### src/rtl/k423_ex_mdu.sv
// k423_ex_mdu: iterative RV32M multiply/divide unit sitting in the EX stage.
//
// It is the consuming end of the ID->EX handshake. While an MDU instruction
// computes it holds ex_stage_rdy_o low so the ID/EX register keeps its
// contents. Results leave through a valid/ready pair towards MEM.
//
// Ports:
//   clk_i, rst_n_i       clock, synchronous active-low reset
//   ex_stage_vld_i       ID->EX valid
//   ex_stage_rdy_o       EX ready back to the ID/EX register (combinational)
//   pcu_flush_br_i       branch flush; aborts any op in flight, blocks accept
//   ex_mdu_sel_i         instruction in EX belongs to the MDU group
//   ex_mdu_op_i          funct3 (MUL, MULH, MULHSU, MULHU, DIV, DIVU, REM, REMU)
//   ex_dec_rs1_i/rs2_i   operands
//   ex_dec_rd_idx_i      destination register index
//   mem_stage_rdy_i      downstream ready
//   mdu_res_vld_o        result valid (DONE state)
//   mdu_res_o            result
//   mdu_rd_idx_o         destination of the result
//   mdu_busy_o           unit is not idle
module k423_ex_mdu #(
  parameter int XLEN   = 32,
  parameter int RIDX_W = 5
) (
  input  logic              clk_i,
  input  logic              rst_n_i,
  input  logic              ex_stage_vld_i,
  output logic              ex_stage_rdy_o,
  input  logic              pcu_flush_br_i,
  input  logic              ex_mdu_sel_i,
  input  logic [2:0]        ex_mdu_op_i,
  input  logic [XLEN-1:0]   ex_dec_rs1_i,
  input  logic [XLEN-1:0]   ex_dec_rs2_i,
  input  logic [RIDX_W-1:0] ex_dec_rd_idx_i,
  input  logic              mem_stage_rdy_i,
  output logic              mdu_res_vld_o,
  output logic [XLEN-1:0]   mdu_res_o,
  output logic [RIDX_W-1:0] mdu_rd_idx_o,
  output logic              mdu_busy_o
);

  localparam int CNT_W = $clog2(XLEN);
  localparam logic [CNT_W-1:0] CNT_LAST = CNT_W'(XLEN - 1);
  localparam logic [XLEN-1:0]  INT_MIN  = {1'b1, {(XLEN-1){1'b0}}};

  typedef enum logic [1:0] {IDLE, CALC, DONE} state_t;

  function automatic logic [XLEN-1:0] cneg_x(input logic [XLEN-1:0] x, input logic n);
    return n ? (~x + XLEN'(1)) : x;
  endfunction

  function automatic logic [2*XLEN-1:0] cneg_w(input logic [2*XLEN-1:0] x, input logic n);
    return n ? (~x + (2*XLEN)'(1)) : x;
  endfunction

  state_t                state_q, state_d;
  logic [CNT_W-1:0]      cnt_q;
  logic [2:0]            op_q;
  logic                  neg_q;
  // Multiplicand for multiplies, divisor for divides.
  logic [XLEN-1:0]       opd_q;
  // Multiply: {partial product, remaining multiplier bits}.
  // Divide:   {partial remainder, dividend bits shifting into quotient}.
  logic [2*XLEN-1:0]     acc_q;

  logic                  accept;
  logic                  rs1_signed, rs2_signed, a_sgn, b_sgn;
  logic [XLEN-1:0]       a_mag, b_mag;
  logic                  div0, ovf, special;
  logic [XLEN-1:0]       spec_res;

  logic [XLEN:0]         mul_sum;
  logic [2*XLEN-1:0]     mul_nxt;
  logic [XLEN:0]         div_shift;
  logic                  div_ge;
  logic [XLEN-1:0]       div_sub, div_rem;
  logic [2*XLEN-1:0]     div_nxt;
  logic [2*XLEN-1:0]     acc_nxt;
  logic [2*XLEN-1:0]     prod_s;
  logic [XLEN-1:0]       mul_res, div_res, fin_res;

  // Operand decode at accept
  always_comb begin
    rs1_signed = !(ex_mdu_op_i == 3'd3 || ex_mdu_op_i == 3'd5 || ex_mdu_op_i == 3'd7);
    rs2_signed = (ex_mdu_op_i == 3'd0 || ex_mdu_op_i == 3'd1 ||
                  ex_mdu_op_i == 3'd4 || ex_mdu_op_i == 3'd6);
    a_sgn      = rs1_signed & ex_dec_rs1_i[XLEN-1];
    b_sgn      = rs2_signed & ex_dec_rs2_i[XLEN-1];
    a_mag      = cneg_x(ex_dec_rs1_i, a_sgn);
    b_mag      = cneg_x(ex_dec_rs2_i, b_sgn);
    div0       = ex_mdu_op_i[2] && (ex_dec_rs2_i == '0);
    ovf        = (ex_mdu_op_i == 3'd4 || ex_mdu_op_i == 3'd6) &&
                 (ex_dec_rs1_i == INT_MIN) && (&ex_dec_rs2_i);
    special    = div0 | ovf;
    spec_res   = '0;
    if (div0)
      spec_res = ex_mdu_op_i[1] ? ex_dec_rs1_i : '1;
    else if (ovf)
      spec_res = ex_mdu_op_i[1] ? '0 : INT_MIN;
  end

  // One iteration step for each algorithm
  always_comb begin
    mul_sum   = {1'b0, acc_q[2*XLEN-1:XLEN]} + (acc_q[0] ? {1'b0, opd_q} : {(XLEN+1){1'b0}});
    mul_nxt   = {mul_sum, acc_q[XLEN-1:1]};
    div_shift = {acc_q[2*XLEN-1:XLEN], acc_q[XLEN-1]};
    div_ge    = div_shift >= {1'b0, opd_q};
    // When the trial subtract succeeds the difference is below the divisor,
    // so the low XLEN bits hold it exactly.
    div_sub   = div_shift[XLEN-1:0] - opd_q;
    div_rem   = div_ge ? div_sub : div_shift[XLEN-1:0];
    div_nxt   = {div_rem, acc_q[XLEN-2:0], div_ge};
    acc_nxt   = op_q[2] ? div_nxt : mul_nxt;
    prod_s    = cneg_w(mul_nxt, neg_q);
    mul_res   = (op_q[1:0] == 2'd0) ? prod_s[XLEN-1:0] : prod_s[2*XLEN-1:XLEN];
    div_res   = op_q[1] ? cneg_x(div_nxt[2*XLEN-1:XLEN], neg_q)
                        : cneg_x(div_nxt[XLEN-1:0], neg_q);
    fin_res   = op_q[2] ? div_res : mul_res;
  end

  // FSM: state register
  always_ff @(posedge clk_i) begin
    if (!rst_n_i) state_q <= IDLE;
    else          state_q <= state_d;
  end

  // FSM: next state
  always_comb begin
    state_d = state_q;
    unique case (state_q)
      IDLE: if (accept) state_d = special ? DONE : CALC;
      CALC: begin
        if (pcu_flush_br_i)         state_d = IDLE;
        else if (cnt_q == CNT_LAST) state_d = DONE;
      end
      DONE: if (pcu_flush_br_i || mem_stage_rdy_i) state_d = IDLE;
      default: state_d = IDLE;
    endcase
  end

  // FSM: outputs
  always_comb begin
    accept         = (state_q == IDLE) && ex_stage_vld_i && ex_mdu_sel_i && !pcu_flush_br_i;
    ex_stage_rdy_o = (state_q == IDLE) ||
                     ((state_q == DONE) && mem_stage_rdy_i && !pcu_flush_br_i);
    mdu_busy_o     = (state_q != IDLE);
  end

  // Control and result registers
  always_ff @(posedge clk_i) begin
    if (!rst_n_i) begin
      cnt_q         <= '0;
      mdu_res_vld_o <= 1'b0;
      mdu_res_o     <= '0;
      mdu_rd_idx_o  <= '0;
    end else begin
      mdu_res_vld_o <= (state_d == DONE);
      cnt_q         <= (state_q == CALC && state_d == CALC) ? cnt_q + CNT_W'(1) : '0;
      if (accept) begin
        mdu_rd_idx_o <= ex_dec_rd_idx_i;
        if (special) mdu_res_o <= spec_res;
      end else if (state_q == CALC && state_d == DONE) begin
        mdu_res_o <= fin_res;
      end
    end
  end

  // Iteration datapath
  always_ff @(posedge clk_i) begin
    if (accept) begin
      op_q  <= ex_mdu_op_i;
      // Remainders follow the dividend's sign; everything else the XOR.
      neg_q <= (ex_mdu_op_i[2] && ex_mdu_op_i[1]) ? a_sgn : (a_sgn ^ b_sgn);
      opd_q <= ex_mdu_op_i[2] ? b_mag : a_mag;
      acc_q <= {{XLEN{1'b0}}, (ex_mdu_op_i[2] ? a_mag : b_mag)};
    end else if (state_q == CALC) begin
      acc_q <= acc_nxt;
    end
  end

endmodule

### config.mk
export PLATFORM = sky130hd
export DESIGN_NAME = k423_ex_mdu
export DESIGN_NICKNAME = d
export VERILOG_FILES = /design/src/rtl/k423_ex_mdu.sv
export SDC_FILE = /design/constraint.sdc
export NUM_CORES = 1
export LEC_CHECK = 0
export CAP_MARGIN = 20
export CORE_AREA = 2 2 185 187
export DETAILED_ROUTE_END_ITERATION = 16
export DIE_AREA = 0 0 187 189
export HOLD_SLACK_MARGIN = 0.08
export PLACE_DENSITY = 0.72
export SLEW_MARGIN = 20
export SYNTH_ARGS = -nofsm -noshare
export SYNTH_HDL_FRONTEND = slang
export SYNTH_SLANG_ARGS = --single-unit
### constraint.sdc
create_clock -name clk_i -period 11.5 [get_ports clk_i]
set_input_delay 1.725 -clock clk_i [delete_from_list [all_inputs] [get_ports clk_i]]
set_output_delay 1.725 -clock clk_i [all_outputs]
set_load 0.005 [all_outputs]
==> impl_results.md <==
* Synthesized Nets at 2,347
* Post-layout net count at 2,359
* Kind of end point of the critical path: flip-flop
* Routability Congestion at 0.9840
* Worst-margin pin slew at 1.066 ns
* Post-CTS Resized at 0
* Fillers at 3,165
* Via count at 17,270
* Number of synthesized flops with an enable pin at 68
* Reg2reg end: mdu_res_o[26]
* I/O Pins at 118
* Fmax at 173.7 MHz
* Critical path class: flip-flop to flip-flop
* Status: finished, final reports clean
* Post-DP HPWL at 47,900 um
* DR WL/cell at 22.90 um
* Area Growth Syn to Fin at 11.51%
* Top_reg_cell synth: dfxtp_1
* Finished Layout Cells at 2,668
* GRT Total Usage at 0.3385
* Clk_lat worst skew at 0.45 ns
* Antenna violations before repair at 1
* CP most frequent cell: a21oi_1
* Placed cell area at 0.01782 mm2
* CTS tree: yes
* Violation count after the first detailed-route iteration at 1,987
* #FFs+latches synth at 145
* Warnings, synthesis at 0
* Worst setup path end: mdu_res_o[26]
* Clk slew on worst S/H paths at 0.08 ns
* # diodes at 0
* Xor and xnor fraction of the mapped netlist area at 0.1183
* Max-slew headroom at 0.2837
* Final hold slack at 0.4574 ns
* Largest family of logic cells by synthesized area: compound AO/OA/AOI/OAI gates
* # rows at 67
* Critical Path Source: acc_q[36]
* Worst Reg-to-Reg Cells at 15
* Post-synth cell types at 86
* Number of clock sinks at 145
* Data arrival time of the critical path at 6.14 ns
* CTS hold repair buffers at 0
* Mux cell area share after synthesis at 0.08620
* Adder-Cell Fraction of Synth Area at 0.05701
* Clk root buf: clkbuf_16
* Port-buffer cells at 117
* Die area at 0.03534 mm2
* Initial core utilization at 0.4959
* Worst path top cell family by delay: compound AO/OA/AOI/OAI gates
* Layout cell share with drive strength beyond 1 at 0.04324
* Post-Route WL at 61,100 um
* Die Ht at 189 um
* CP cell instances: ha_1 -> a21oi_1 -> o21ai_0 -> nand4_1 -> a311oi_1 -> or2_2 -> buf_4 -> buf_4 -> mux2i_1 -> o211ai_1 -> nor4_1 -> mux2i_1 -> a21oi_1 -> a2111o_1 -> a21oi_1
* Fin crit period at 5.758 ns
* Core area at 0.03328 mm2
* TritonCTS buffer count at 17
* FF-to-FF Start: acc_q[36]
* CP Buf/Inv Count at 2
* Worst Clk Skew at 0.01454 ns
* Chip width at 187 um
* # DRC at 0
* Total grt overflow at 0
* Detail Route Antenna Nets at 0
* Pin count of the biggest net entering global routing at 100
* Cells after Synth at 2,195
* Hold Crit Class: flip-flop to flip-flop
* Post-synthesis simple-gate area fraction at 0.2042
* Crit start category: flip-flop
* Critical path's largest stage delay at 0.84 ns
* Vias in the first global route at 16,190
* Drt first pass iters at 6
* Placed cells at 2,636
* Endpoints failing hold at 0
* Post-synthesis async set-or-reset flop share at 0
* Worst reg2reg setup slack at 5.74 ns
* Post-route cell area at 0.01840 mm2
* Post-CTS setup buffer count at 0
* Crit-path max FO at 29
* Max cap viols at 0
* Final setup fails at 0
* Max-slew violations at 0
* Syn Std Cell Area at 0.01650 mm2
* Fin Setup TNS at 0 ns
* Maximum VDD drop at 0.00008437 V
* Leak at 7.034 nW
* Drt via density at 6.475
* Required @ worst endpoint at 11.88 ns
* H-Tree Depth at 4
* First-pass GRT wire length at 93,460 um
* Synthesized area per cell at 7.519 um2
* Period utilization at 0.5007
* CP Depth at 15
* RSZ-0062 raised after global routing: false
* Register area share after synthesis at 0.2171
* Compound-gate portion of the synthesized area at 0.2637
* Pwr Density at 131.9 mW/mm2
* Slowest-stage cell, CP: nor4_1
* Clk buf depth at 2
placed cells by master, fill, tap and decap left out, types with 23 or more instances in the layout:
cell type          n
o21ai_0          217
clkdlybuf4s50_1  116
xor2_1           109
dfxtp_1           77
or3_1             25
nor3_1            44
ha_1              72
a21o_1            24
nand4_1           27
a21oi_1          182
mux2i_1          132
nand2_1          207
edfxtp_1          68
xnor2_1          114
nand3_1           42
buf_4             23
o211ai_1          24
nor2_1           189
o31ai_1           36
a211oi_1          36
a31oi_1           32
inv_1             74
cells in the mapped netlist (6+ instances only):
cell type / number / area, um2
nor3_1: 44 / 220.2
buf_2: 18 / 90.09
mux2_2: 7 / 78.83
o21a_1: 9 / 67.56
a31oi_1: 32 / 200.2
nand2b_1: 21 / 131.4
o31ai_1: 36 / 270.3
or3_1: 26 / 162.7
nor4_1: 22 / 137.6
a22o_1: 18 / 157.7
nand2_1: 207 / 777.0
xor2_1: 109 / 954.7
xnor2_1: 114 / 998.5
a21oi_1: 182 / 910.9
dfxtp_1: 77 / 1541
clkbuf_1: 106 / 397.9
a21o_1: 24 / 180.2
o21ai_0: 217 / 1086
a211oi_1: 36 / 270.3
or2_2: 8 / 50.05
o221ai_1: 6 / 52.55
buf_1: 18 / 67.56
o22ai_1: 14 / 87.58
a2111oi_0: 6 / 52.55
a211o_1: 11 / 96.34
and3_1: 11 / 68.82
nor3b_1: 8 / 60.06
nor2b_1: 14 / 87.58
a21boi_0: 14 / 105.1
ha_1: 72 / 900.9
and4_1: 6 / 52.55
mux2i_1: 132 / 1321
edfxtp_1: 68 / 2042
o211ai_1: 24 / 180.2
nand3b_1: 7 / 52.55
nand3_1: 42 / 210.2
and2_1: 16 / 100.1
o41ai_1: 14 / 122.6
nor2_1: 191 / 716.9
inv_1: 75 / 281.5
nand4_1: 27 / 168.9
or4_1: 21 / 157.7
worst register-to-register path, cell delays in order (launching register included):
cell	delay (ns)
dfxtp_1	0.53
ha_1	0.33
a21oi_1	0.14
o21ai_0	0.48
nand4_1	0.34
a311oi_1	0.49
or2_2	0.20
buf_4	0.31
buf_4	0.42
mux2i_1	0.41
o211ai_1	0.26
nor4_1	0.84
mux2i_1	0.27
a21oi_1	0.09
a2111o_1	0.44
a21oi_1	0.14
where the power goes:
part / switching [W] / leakage, nW / internal (W)
clock: 0.000277 / 0.291 / 0.000292
sequential: 0.0000597 / 1.25 / 0.000583
combinational: 0.000774 / 5.49 / 0.000442
total: 0.00111 / 7.03 / 0.00132
state kept, by name, indices dropped and copies added, names as in the netlist:
register / cells
acc_q: 64
cnt_q: 5
opd_q: 32
neg_q: 1
state_q: 2
op_q: 3
mdu_res_vld_o: 1
mdu_res_o: 32
mdu_rd_idx_o: 5
metal layers:
layer,up-vias,global-route usage,share of wire
met5,-,0,0
met4,0,0.1667,0.047
met3,136,0.05579,0.092
met2,931,0.5180,0.43
met1,8112,0.4629,0.43
li1,8095,-,-
final cells by class:
cell class	instances	area, um2	share of cell area
tap	448	560.5	0.03046
sequential	145	3583	0.1947
timing repair buffer	139	1334	0.07247
clock inverter	15	162.7	0.008838
multi-input combinational	1828	12050	0.6549
inverter	76	285.3	0.01550
clock buffer	17	425.4	0.02312
cells by family (layout without fill, tap and decap cells):
| logic type | Yosys count | in the layout |
|---|---|---|
| flops | 145 | 145 |
| simple gates | 690 | 690 |
| compound gates | 701 | 701 |
| buf+inv | 222 | 247 |
| xor+xnor | 223 | 223 |
| fa+ha+maj | 74 | 74 |
| mux | 140 | 140 |
how the worst min path moves through the flow:
stage                               start              end  slack, ns  depth (start not counted)
after detailed placement  mdu_rd_idx_o[3]  mdu_rd_idx_o[3]       0.45                          2
after CTS                 mdu_rd_idx_o[3]  mdu_rd_idx_o[3]       0.46                          2
final                     mdu_rd_idx_o[3]  mdu_rd_idx_o[3]       0.46                          2
after global routing      mdu_rd_idx_o[2]  mdu_rd_idx_o[2]       0.47                          2
after floorplan                  cnt_q[0]         cnt_q[0]       0.43                          1
after global placement    mdu_rd_idx_o[1]  mdu_rd_idx_o[1]       0.44                          2
through the flow:
| step | total power (W) | setup WS, ns | util |
|---|---|---|---|
| floorplan | 0.001478 | 6.518 | - |
| global placement | 0.001809 | 5.761 | 0.5353 |
| detailed placement | 0.001820 | 5.663 | 0.5353 |
| CTS | 0.002389 | 5.953 | 0.5530 |
| global route | 0.002558 | 5.488 | 0.5530 |
| finish | 0.002427 | 5.742 | 0.5530 |
No activity file was read; power rests on OpenSTA's default activity.
